### src/rtl/fifo_pkg.sv
// Shared FIFO constants: read-mode encodings and the default geometry used by
// both the single-clock and the dual-clock FIFO families.
package fifo_pkg;

  localparam int FIFO_MODE_STD  = 0;
  localparam int FIFO_MODE_FWFT = 1;

  localparam int FIFO_DEF_WIDTH          = 8;
  localparam int FIFO_DEF_DEPTH          = 16;
  localparam int FIFO_DEF_ADDR_PTR_WIDTH = 4;

endpackage

### src/rtl/fifo_mem.sv
// DEPTH x WIDTH simple dual-port storage: synchronous write, asynchronous read.
// Contents are deliberately not reset.
module fifo_mem #(
  parameter int WIDTH  = 8,
  parameter int DEPTH  = 16,
  parameter int ADDR_W = 4
) (
  input  logic              clk,
  input  logic              we,
  input  logic [ADDR_W-1:0] waddr,
  input  logic [WIDTH-1:0]  wdata,
  input  logic [ADDR_W-1:0] raddr,
  output logic [WIDTH-1:0]  rdata
);

  logic [WIDTH-1:0] mem [DEPTH];

  always_ff @(posedge clk) begin
    if (we) begin
      mem[waddr] <= wdata;
    end
  end

  assign rdata = mem[raddr];

endmodule

### src/rtl/sync_fifo_flags.sv
// Single-clock FIFO with registered occupancy count, almost-full/almost-empty
// flags, error pulses and selectable standard or first-word-fall-through reads.
module sync_fifo_flags
  import fifo_pkg::*;
#(
  parameter int WIDTH          = FIFO_DEF_WIDTH,
  parameter int DEPTH          = FIFO_DEF_DEPTH,
  parameter int ADDR_PTR_WIDTH = FIFO_DEF_ADDR_PTR_WIDTH,
  parameter int AF_LEVEL       = 12,
  parameter int AE_LEVEL       = 4,
  parameter int FWFT           = FIFO_MODE_STD
) (
  input  logic                    clk,
  input  logic                    rst,
  input  logic                    wr_en,
  input  logic [WIDTH-1:0]        w_data,
  input  logic                    rd_en,
  output logic [WIDTH-1:0]        r_data,
  output logic                    r_valid,
  output logic                    full,
  output logic                    empty,
  output logic                    almost_full,
  output logic                    almost_empty,
  output logic [ADDR_PTR_WIDTH:0] count,
  output logic                    wr_err,
  output logic                    rd_err
);

  localparam int PW = ADDR_PTR_WIDTH + 1;
  localparam logic [PW-1:0] DEPTH_C = PW'(DEPTH);
  localparam logic [PW-1:0] AF_C    = PW'(AF_LEVEL);
  localparam logic [PW-1:0] AE_C    = PW'(AE_LEVEL);
  localparam logic [PW-1:0] ONE_C   = PW'(1);

  if (DEPTH != 2 ** ADDR_PTR_WIDTH) begin : g_bad_depth
    $error("sync_fifo_flags: DEPTH must equal 2**ADDR_PTR_WIDTH");
  end
  if (DEPTH < 4) begin : g_small_depth
    $error("sync_fifo_flags: DEPTH must be at least 4");
  end
  if (!(AE_LEVEL >= 0 && AE_LEVEL < AF_LEVEL && AF_LEVEL <= DEPTH)) begin : g_bad_levels
    $error("sync_fifo_flags: need 0 <= AE_LEVEL < AF_LEVEL <= DEPTH");
  end
  if (FWFT != FIFO_MODE_STD && FWFT != FIFO_MODE_FWFT) begin : g_bad_mode
    $error("sync_fifo_flags: FWFT must be 0 or 1");
  end

  logic [PW-1:0]    wr_ptr, rd_ptr, count_q, count_next;
  logic             full_q, empty_q, af_q, ae_q;
  logic             wr_err_q, rd_err_q;
  logic             wr_ok, rd_ok;
  logic [WIDTH-1:0] mem_rdata;

  // Handshake: a write is taken on an edge where wr_en=1 and full=0; a read is
  // taken where rd_en=1 and empty=0. Both flags are the registered values seen
  // before the edge, so there is no bypass between the two sides.
  always_comb begin
    wr_ok      = wr_en && !full_q;
    rd_ok      = rd_en && !empty_q;
    count_next = count_q;
    case ({wr_ok, rd_ok})
      2'b10:   count_next = count_q + ONE_C;
      2'b01:   count_next = count_q - ONE_C;
      default: count_next = count_q;
    endcase
  end

  always_ff @(posedge clk) begin
    if (rst) begin
      wr_ptr   <= '0;
      rd_ptr   <= '0;
      count_q  <= '0;
      full_q   <= 1'b0;
      empty_q  <= 1'b1;
      af_q     <= 1'b0;
      ae_q     <= 1'b1;
      wr_err_q <= 1'b0;
      rd_err_q <= 1'b0;
    end else begin
      if (wr_ok) wr_ptr <= wr_ptr + ONE_C;
      if (rd_ok) rd_ptr <= rd_ptr + ONE_C;
      count_q  <= count_next;
      full_q   <= (count_next == DEPTH_C);
      empty_q  <= (count_next == '0);
      af_q     <= (count_next >= AF_C);
      ae_q     <= (count_next <= AE_C);
      wr_err_q <= wr_en && full_q;
      rd_err_q <= rd_en && empty_q;
    end
  end

  fifo_mem #(
    .WIDTH (WIDTH),
    .DEPTH (DEPTH),
    .ADDR_W(ADDR_PTR_WIDTH)
  ) u_mem (
    .clk  (clk),
    .we   (wr_ok),
    .waddr(wr_ptr[ADDR_PTR_WIDTH-1:0]),
    .wdata(w_data),
    .raddr(rd_ptr[ADDR_PTR_WIDTH-1:0]),
    .rdata(mem_rdata)
  );

  if (FWFT == FIFO_MODE_FWFT) begin : g_fwft
    // Head word is shown directly; masked while empty so stale memory never leaks.
    assign r_data  = empty_q ? '0 : mem_rdata;
    assign r_valid = !empty_q;
  end else begin : g_std
    logic [WIDTH-1:0] r_data_q;
    logic             r_valid_q;

    always_ff @(posedge clk) begin
      if (rst) begin
        r_data_q  <= '0;
        r_valid_q <= 1'b0;
      end else begin
        r_valid_q <= rd_ok;
        if (rd_ok) r_data_q <= mem_rdata;
      end
    end

    assign r_data  = r_data_q;
    assign r_valid = r_valid_q;
  end

  assign full         = full_q;
  assign empty        = empty_q;
  assign almost_full  = af_q;
  assign almost_empty = ae_q;
  assign count        = count_q;
  assign wr_err       = wr_err_q;
  assign rd_err       = rd_err_q;

endmodule

### config.mk
export PLATFORM = sky130hd
export DESIGN_NAME = sync_fifo_flags
export DESIGN_NICKNAME = d
export VERILOG_FILES = /design/src/rtl/fifo_pkg.sv /design/src/rtl/fifo_mem.sv /design/src/rtl/sync_fifo_flags.sv
export SDC_FILE = /design/constraint.sdc
export NUM_CORES = 1
export LEC_CHECK = 0
export ABC_AREA = 1
export CAP_MARGIN = 25
export CORE_MARGIN = 4
export CORE_UTILIZATION = 25
export DETAILED_ROUTE_END_ITERATION = 6
export GPL_TIMING_DRIVEN = 0
export PLACE_DENSITY = 0.38
export SLEW_MARGIN = 20
export SYNTH_ARGS = -nofsm -noshare
export SYNTH_HDL_FRONTEND = slang
export SYNTH_SLANG_ARGS = --single-unit
### constraint.sdc
create_clock -name clk -period 2.9 [get_ports clk]
set_input_delay 0.29 -clock clk [delete_from_list [all_inputs] [get_ports clk]]
set_output_delay 0.29 -clock clk [all_outputs]
set_load 0.1 [all_outputs]
==> results of run 1 <==
==> Yosys cell counts (4+ instances only) <==
library cell,number
inv_1,29
nand3_1,27
o221ai_1,24
a21oi_1,5
nand2_1,51
o22ai_1,8
clkbuf_1,10
o21ai_1,7
buf_2,13
o211ai_1,4
nor2_1,110
ha_1,7
o21ai_0,64
dfxtp_1,28
edfxtp_1,128
inv_2,5
==> layout make-up <==
type	instances	area, um^2	share of cell area, %
clock buffer	23	500	6.48
tap	330	413	5.35
clock inverter	9	130	1.69
inverter	35	131	1.70
sequential	156	4400	57.0
timing repair buffer	33	327	4.23
buffer	28	129	1.67
multi-input combinational	330	1690	21.9
==> cell families (layout without fill, tap and decap cells) <==
kind of cell	count (synthesis)	count (layout)	synth area share (%)
AND/OR/NAND/NOR	206	206	14.0
adder cells (fa/ha/maj)	7	7	1.38
AO/OA/AOI/OAI	116	116	11.0
XOR/XNOR	1	1	0.138
buffers and inverters	63	128	4.10
flip-flops	156	156	69.4
==> worst min-delay path by stage <==
stage / from / slack (ps) / end
finish: rst / 320 / r_data[4]$_SDFFE_PP0P_
global route: rst / 380 / r_data[3]$_SDFFE_PP0P_
CTS: rst / 310 / r_data[0]$_SDFFE_PP0P_
detailed placement: full$_SDFF_PP0_ / 450 / wr_err$_SDFF_PP0_
global placement: full$_SDFF_PP0_ / 440 / wr_err$_SDFF_PP0_
floorplan: w_data[0] / 390 / u_mem.mem[0][0]$_DFFE_PP_
==> metal layers <==
layer | wire length [um] | global-route usage, % | vias up
met2 | 8880 | 22.0 | 74
met1 | 8070 | 16.9 | 2146
met4 | 146 | 3.07 | 0
met5 | 0 | 0 | -
li1 | - | - | 2058
met3 | 643 | 2.95 | 6
==> through the flow <==
stage                     cell area [um^2]  total power (W)  setup slack, ps  util [%]
after floorplan                       6350          0.00329              472         -
after global placement                7060          0.00363              151      28.1
after detailed placement              7070          0.00364              123      28.2
after CTS                             7700          0.00601              525      30.7
after global routing                  7720          0.00618              370      30.8
final                                 7720          0.00595              556      30.8
==> power by group through the flow <==
stage,sequential [W],clock (W),combinational (W)
after CTS,0.00255,0.00242,0.00105
after floorplan,0.00288,0,0.000412
after global placement,0.00259,0,0.00104
after detailed placement,0.00259,0,0.00104
final,0.00254,0.00236,0.00104
after global routing,0.00255,0.00251,0.00112
==> state kept, by name (all words and copies together), names as in the netlist <==
signal	flops
almost_empty	1
rd_err	1
r_data	8
almost_full	1
u_mem.mem	128
full	1
r_valid	1
empty	1
count	5
wr_ptr	4
rd_ptr	4
wr_err	1
==> key figures, run 1 <==
Pwr
  – Sw Ratio: 28.8%
  – Worst IR Drop VDD: 0.316 mV
  – Share of total power in combinational logic: 17.4%
  – Sw Pwr: 0.00171 W
  – Sequential share of power: 42.8%
  – Clock share of power: 39.8%
  – P_int: 0.00423 W
  – PwrDens: 770 nW/um^2
  – Leakage: 2.65 nW

Route
  – Pre-antenna DRT Iters: 4
  – DR vias/cell: 4.54
  – Final antenna-violating net count: 0
  – Avg WL per Cell: 18.8 um
  – Final Routed Wirelength: 17700 um
  – DR vias: 4284
  – Remaining DRCs: 0
  – Iteration-0 DRC Markers: 341

Critical path
  – Worst R2R End: almost_empty$_SDFF_PP1_
  – CP startpoint kind: flip-flop
  – CP bufs+invs: 1
  – Critical path endpoint: empty
  – CP arrival: 2050 ps
  – CP delay by family, top: buffers and inverters
  – Max incr delay on CP: 1180 ps
  – Stages on worst setup path: 1
  – Flop2flop setup slack: 560 ps
  – Crit Path Class: flip-flop to primary output
  – Crit. End Element: primary output
  – Launch point of the worst path: empty$_SDFF_PP1_
  – CP max FO: 3
  – R2R depth: 10
  – Reg-to-reg startpoint: empty$_SDFF_PP1_
  – Crit path cell chain: clkdlybuf4s50_1
  – Worst EP required: 2610 ps
  – Slowest cell on crit path: clkdlybuf4s50_1

Layout
  – Fill cells: 2609
  – Finished Layout Cells: 944
  – Fin nets: 620
  – Commonest non-fill, non-tap cells in the layout: edfxtp_1, nor2_1, o21ai_0, nand2_1, clkdlybuf4s50_1
  – Commonest non-fill, non-tap cell in the layout: edfxtp_1
  – Inserted Diodes: 0
  – Share of cells above drive strength 1: 10.7%
  – Syn-to-layout area delta: 21.6%

CTS
  – CTS tree: done
  – Root buf cell: clkbuf_16
  – CTS Hold Bufs: 0
  – H-tree depth: 4
  – Longest Clk Path Bufs: 2
  – Clock transition at path regs: 60 ps
  – Setup bufs post-CTS: 0
  – Worst skew pair latency: 420 ps
  – # resized after CTS: 0
  – Clock Sinks: 156
  – Num CTS Buffers: 17

Logic synthesis
  – Ys flop type: edfxtp_1
  – #FFs+latches synth: 156
  – Synthesized instance count: 549
  – Post-synth top area cell: edfxtp_1
  – Syn Nets: 568
  – Fraction of registers with async set/reset: 0%
  – Synthesis Warnings: 0
  – Post-synth top area share: 60.5%
  – Post-synth EDFFs: 128
  – Sequential cell area fraction in the yosys report: 69.4%
  – Yosys cell types: 31
  – Mapped cell area: 6350 um^2
  – Syn Area/Cell: 11.6 um^2
  – Ranking of synthesized cells by area: edfxtp_1, dfxtp_1, nor2_1, o21ai_0, o221ai_1

STA
  – RSZ-0062 raised after global routing: no
  – Final hold slack: 315 ps
  – Final hold violation count: 0
  – Final Critical Period: 2340 ps
  – Top achievable clock speed: 0.427 GHz
  – Final Setup Violations: 0
  – TNS Setup: 0 ps
  – Worst Tran Pin Value: 1030 ps
  – Final Max Slew Viols: 0
  – Rel. slew slack: 31.3%
  – Worst Skew: 7.29 ps
  – Part of the cycle the worst path needs: 80.8%

Min path
  – WHS Path Cells: 4
  – Hold Path Class: primary input to flip-flop

Placement
  – DP Cell Count: 910
  – HPWL after DPL: 12000 um
  – IO buf count: 30
  – Placer Congestion: 0.744

Die
  – Height of the die: 167 um
  – Row count: 58
  – Die ar.: 28000 um^2
  – IO Pins: 32
  – Initial core utilization: 25.3%
  – Core Box Area: 25100 um^2
  – Die Width: 167 um

GRT
  – Gr usage total: 13.0%
  – First-pass GRT wire length: 27000 um
  – Initial antenna violation count: 0
  – Largest net degree at the start of global routing: 17
  – Vias in the first global route: 4382
  – Grt ovf: 0

Outcome
  – Status: finished clean

Run
  – Max_cap viols: 0
(Power assumes the default switching activity.)
==> run 2, diff against run 1 <==
PLACE_DENSITY = 0.39   (was 0.38)
clock period = 2.07 ns   (was 2.9 ns; I/O delays follow)
==> run 2 against run 1 <==
Total power up 37%. Critical path type is now flip-flop to flip-flop. Sequential power is 40% higher. Critical endpoint is now u_mem.mem[12][3]$_DFFE_PP_. Hold slack got worse by 89 ps. Clock skew rose by 2.0 ps. Combinational power rose by 36%. Global-route usage down 0.42 points.
==> key figures, run 2 (synthesized netlist as in run 1, its figures left out) <==
Outcome
  – Status: finished clean

STA
  – Worst Skew: 9.30 ps
  – RSZ-0062 raised after global routing: no
  – Final Setup Violations: 0
  – Rel. slew slack: 29.8%
  – Setup WS post-layout: 80.8 ps
  – Final Max Slew Viols: 0
  – Final hold violation count: 0
  – Final Critical Period: 1990 ps
  – Worst Tran Pin Value: 1050 ps
  – Top achievable clock speed: 0.503 GHz
  – Part of the cycle the worst path needs: 96.1%

GRT
  – Grt ovf: 0
  – Largest net degree at the start of global routing: 17
  – Met3 Use GR: 3.12%
  – Most Crowded Layer GR: met2
  – GR Layer Usage met2: 20.9%
  – Initial antenna violation count: 0
  – First-pass GRT wire length: 26400 um
  – Gr usage total: 12.5%
  – Vias in the first global route: 4276
  – GR Util met1: 16.3%

Placement
  – HPWL after DPL: 11900 um
  – Placed cell area: 7090 um^2
  – Placer Congestion: 0.782
  – Setup WS pre-CTS: -374 ps
  – IO buf count: 30

CTS
  – H-tree depth: 4
  – Root buf cell: clkbuf_16
  – Worst skew pair latency: 420 ps
  – Clock transition at path regs: 70 ps
  – Setup bufs post-CTS: 0
  – Clock Sinks: 156
  – Num CTS Buffers: 17
  – CTS tree: done
  – Longest Clk Path Bufs: 2

Min path
  – Hold Path Class: primary input to flip-flop
  – Endpoint, Worst Hold: r_data[0]$_SDFFE_PP0P_
  – HP Start: rst
  – WHS Path Cells: 4

Critical path
  – Reg-to-reg startpoint: full$_SDFF_PP0_
  – Crit Path Class: flip-flop to flip-flop
  – CP startpoint kind: flip-flop
  – R2R depth: 5
  – Worst R2R End: u_mem.mem[12][3]$_DFFE_PP_
  – Flop2flop setup slack: 80 ps
  – Crit. End Element: flip-flop
  – CP arrival: 2030 ps
  – Worst EP required: 2110 ps
  – CP max FO: 10

Run
  – Max_cap viols: 0

Route
  – DR vias/cell: 4.54
  – Iteration-0 DRC Markers: 299
  – Remaining DRCs: 0
  – Final Routed Wirelength: 17400 um
  – Pre-antenna DRT Iters: 5
  – Avg WL per Cell: 18.4 um
  – DR vias: 4293
  – Final antenna-violating net count: 0

Layout
  – Commonest non-fill, non-tap cells in the layout: edfxtp_1, nor2_1, o21ai_0, nand2_1, inv_1
  – Syn-to-layout area delta: 21.2%
  – Commonest non-fill, non-tap cell in the layout: edfxtp_1
  – Final instance area: 7690 um^2
  – Util after Layout: 30.6%
  – Max reg flops: 128
  – Inserted Diodes: 0
  – Biggest register: u_mem.mem
  – Fin nets: 621
  – Share of cells above drive strength 1: 12.7%
  – Fill cells: 2593

Die
  – Die Width: 167 um
  – IO Pins: 32
  – Height of the die: 167 um
  – Row count: 58
  – Initial core utilization: 25.3%
  – Core Box Area: 25100 um^2
  – Die ar.: 28000 um^2

Pwr
  – Total Power: 0.00814 W
  – Leakage: 2.72 nW
  – PwrDens: 1060 nW/um^2
  – Worst IR Drop VDD: 0.427 mV
run 2: worst max-delay path by stage:
stage | from | to | slack, ps | cells after the start
floorplan | full$_SDFF_PP0_ | almost_empty$_SDFF_PP1_ | 20 | 16
global placement | rd_en | almost_empty$_SDFF_PP1_ | -330 | 12
detailed placement | rd_en | almost_empty$_SDFF_PP1_ | -370 | 12
CTS | empty$_SDFF_PP1_ | almost_empty$_SDFF_PP1_ | 20 | 10
global route | empty$_SDFF_PP1_ | almost_empty$_SDFF_PP1_ | 4 | 10
finish | full$_SDFF_PP0_ | u_mem.mem[12][3]$_DFFE_PP_ | 80 | 5
run 2: final cells by class:
class	instances	area, um^2	area share (%)
buffer	28	141	1.84
clock buffer	17	425	5.53
clock inverter	15	174	2.26
inverter	35	131	1.71
multi-input combinational	330	1690	22.0
sequential	156	4410	57.3
tap	330	413	5.37
timing repair buffer	34	309	4.02
run 2: metrics by stage:
step / cells / setup TNS [ps] / hold WS, ps
2_1_floorplan: 549 / 0 / 306
3_3_place_gp: 909 / -27270 / 464
5_1_grt: 945 / 0 / 257
6_report: 945 / 0 / 226
3_5_place_dp: 911 / -24300 / 465
4_1_cts: 943 / 0 / 221
run 2: layer usage:
| layer | up-vias | routed length, um |
|---|---|---|
| met5 | - | 0 |
| met4 | 0 | 347 |
| met3 | 22 | 575 |
| met2 | 82 | 8510 |
| met1 | 2126 | 7970 |
| li1 | 2063 | - |
run 2: what timing repair did:
action                                  4_1_cts  5_1_grt
endpoints found under the setup margin       23       17
pin swaps                                     0        0
gates resized for setup                      21       12
hold buffers                                  0        0
run 2: power by group:
group	internal (W)	switching, W	total (W)	leakage, nW
sequential	0.00350	0.0000646	0.00356	1.39
clock	0.00189	0.00127	0.00317	0.284
combinational	0.000327	0.00109	0.00141	1.05
total	0.00572	0.00243	0.00814	2.72
run 2: worst max-delay path, cell delays in order (launching register included):
cell     delay [ps]
dfxtp_2         330
inv_1            80
nand2_4         110
inv_1           130
nand2_1         130
nor2_1          820
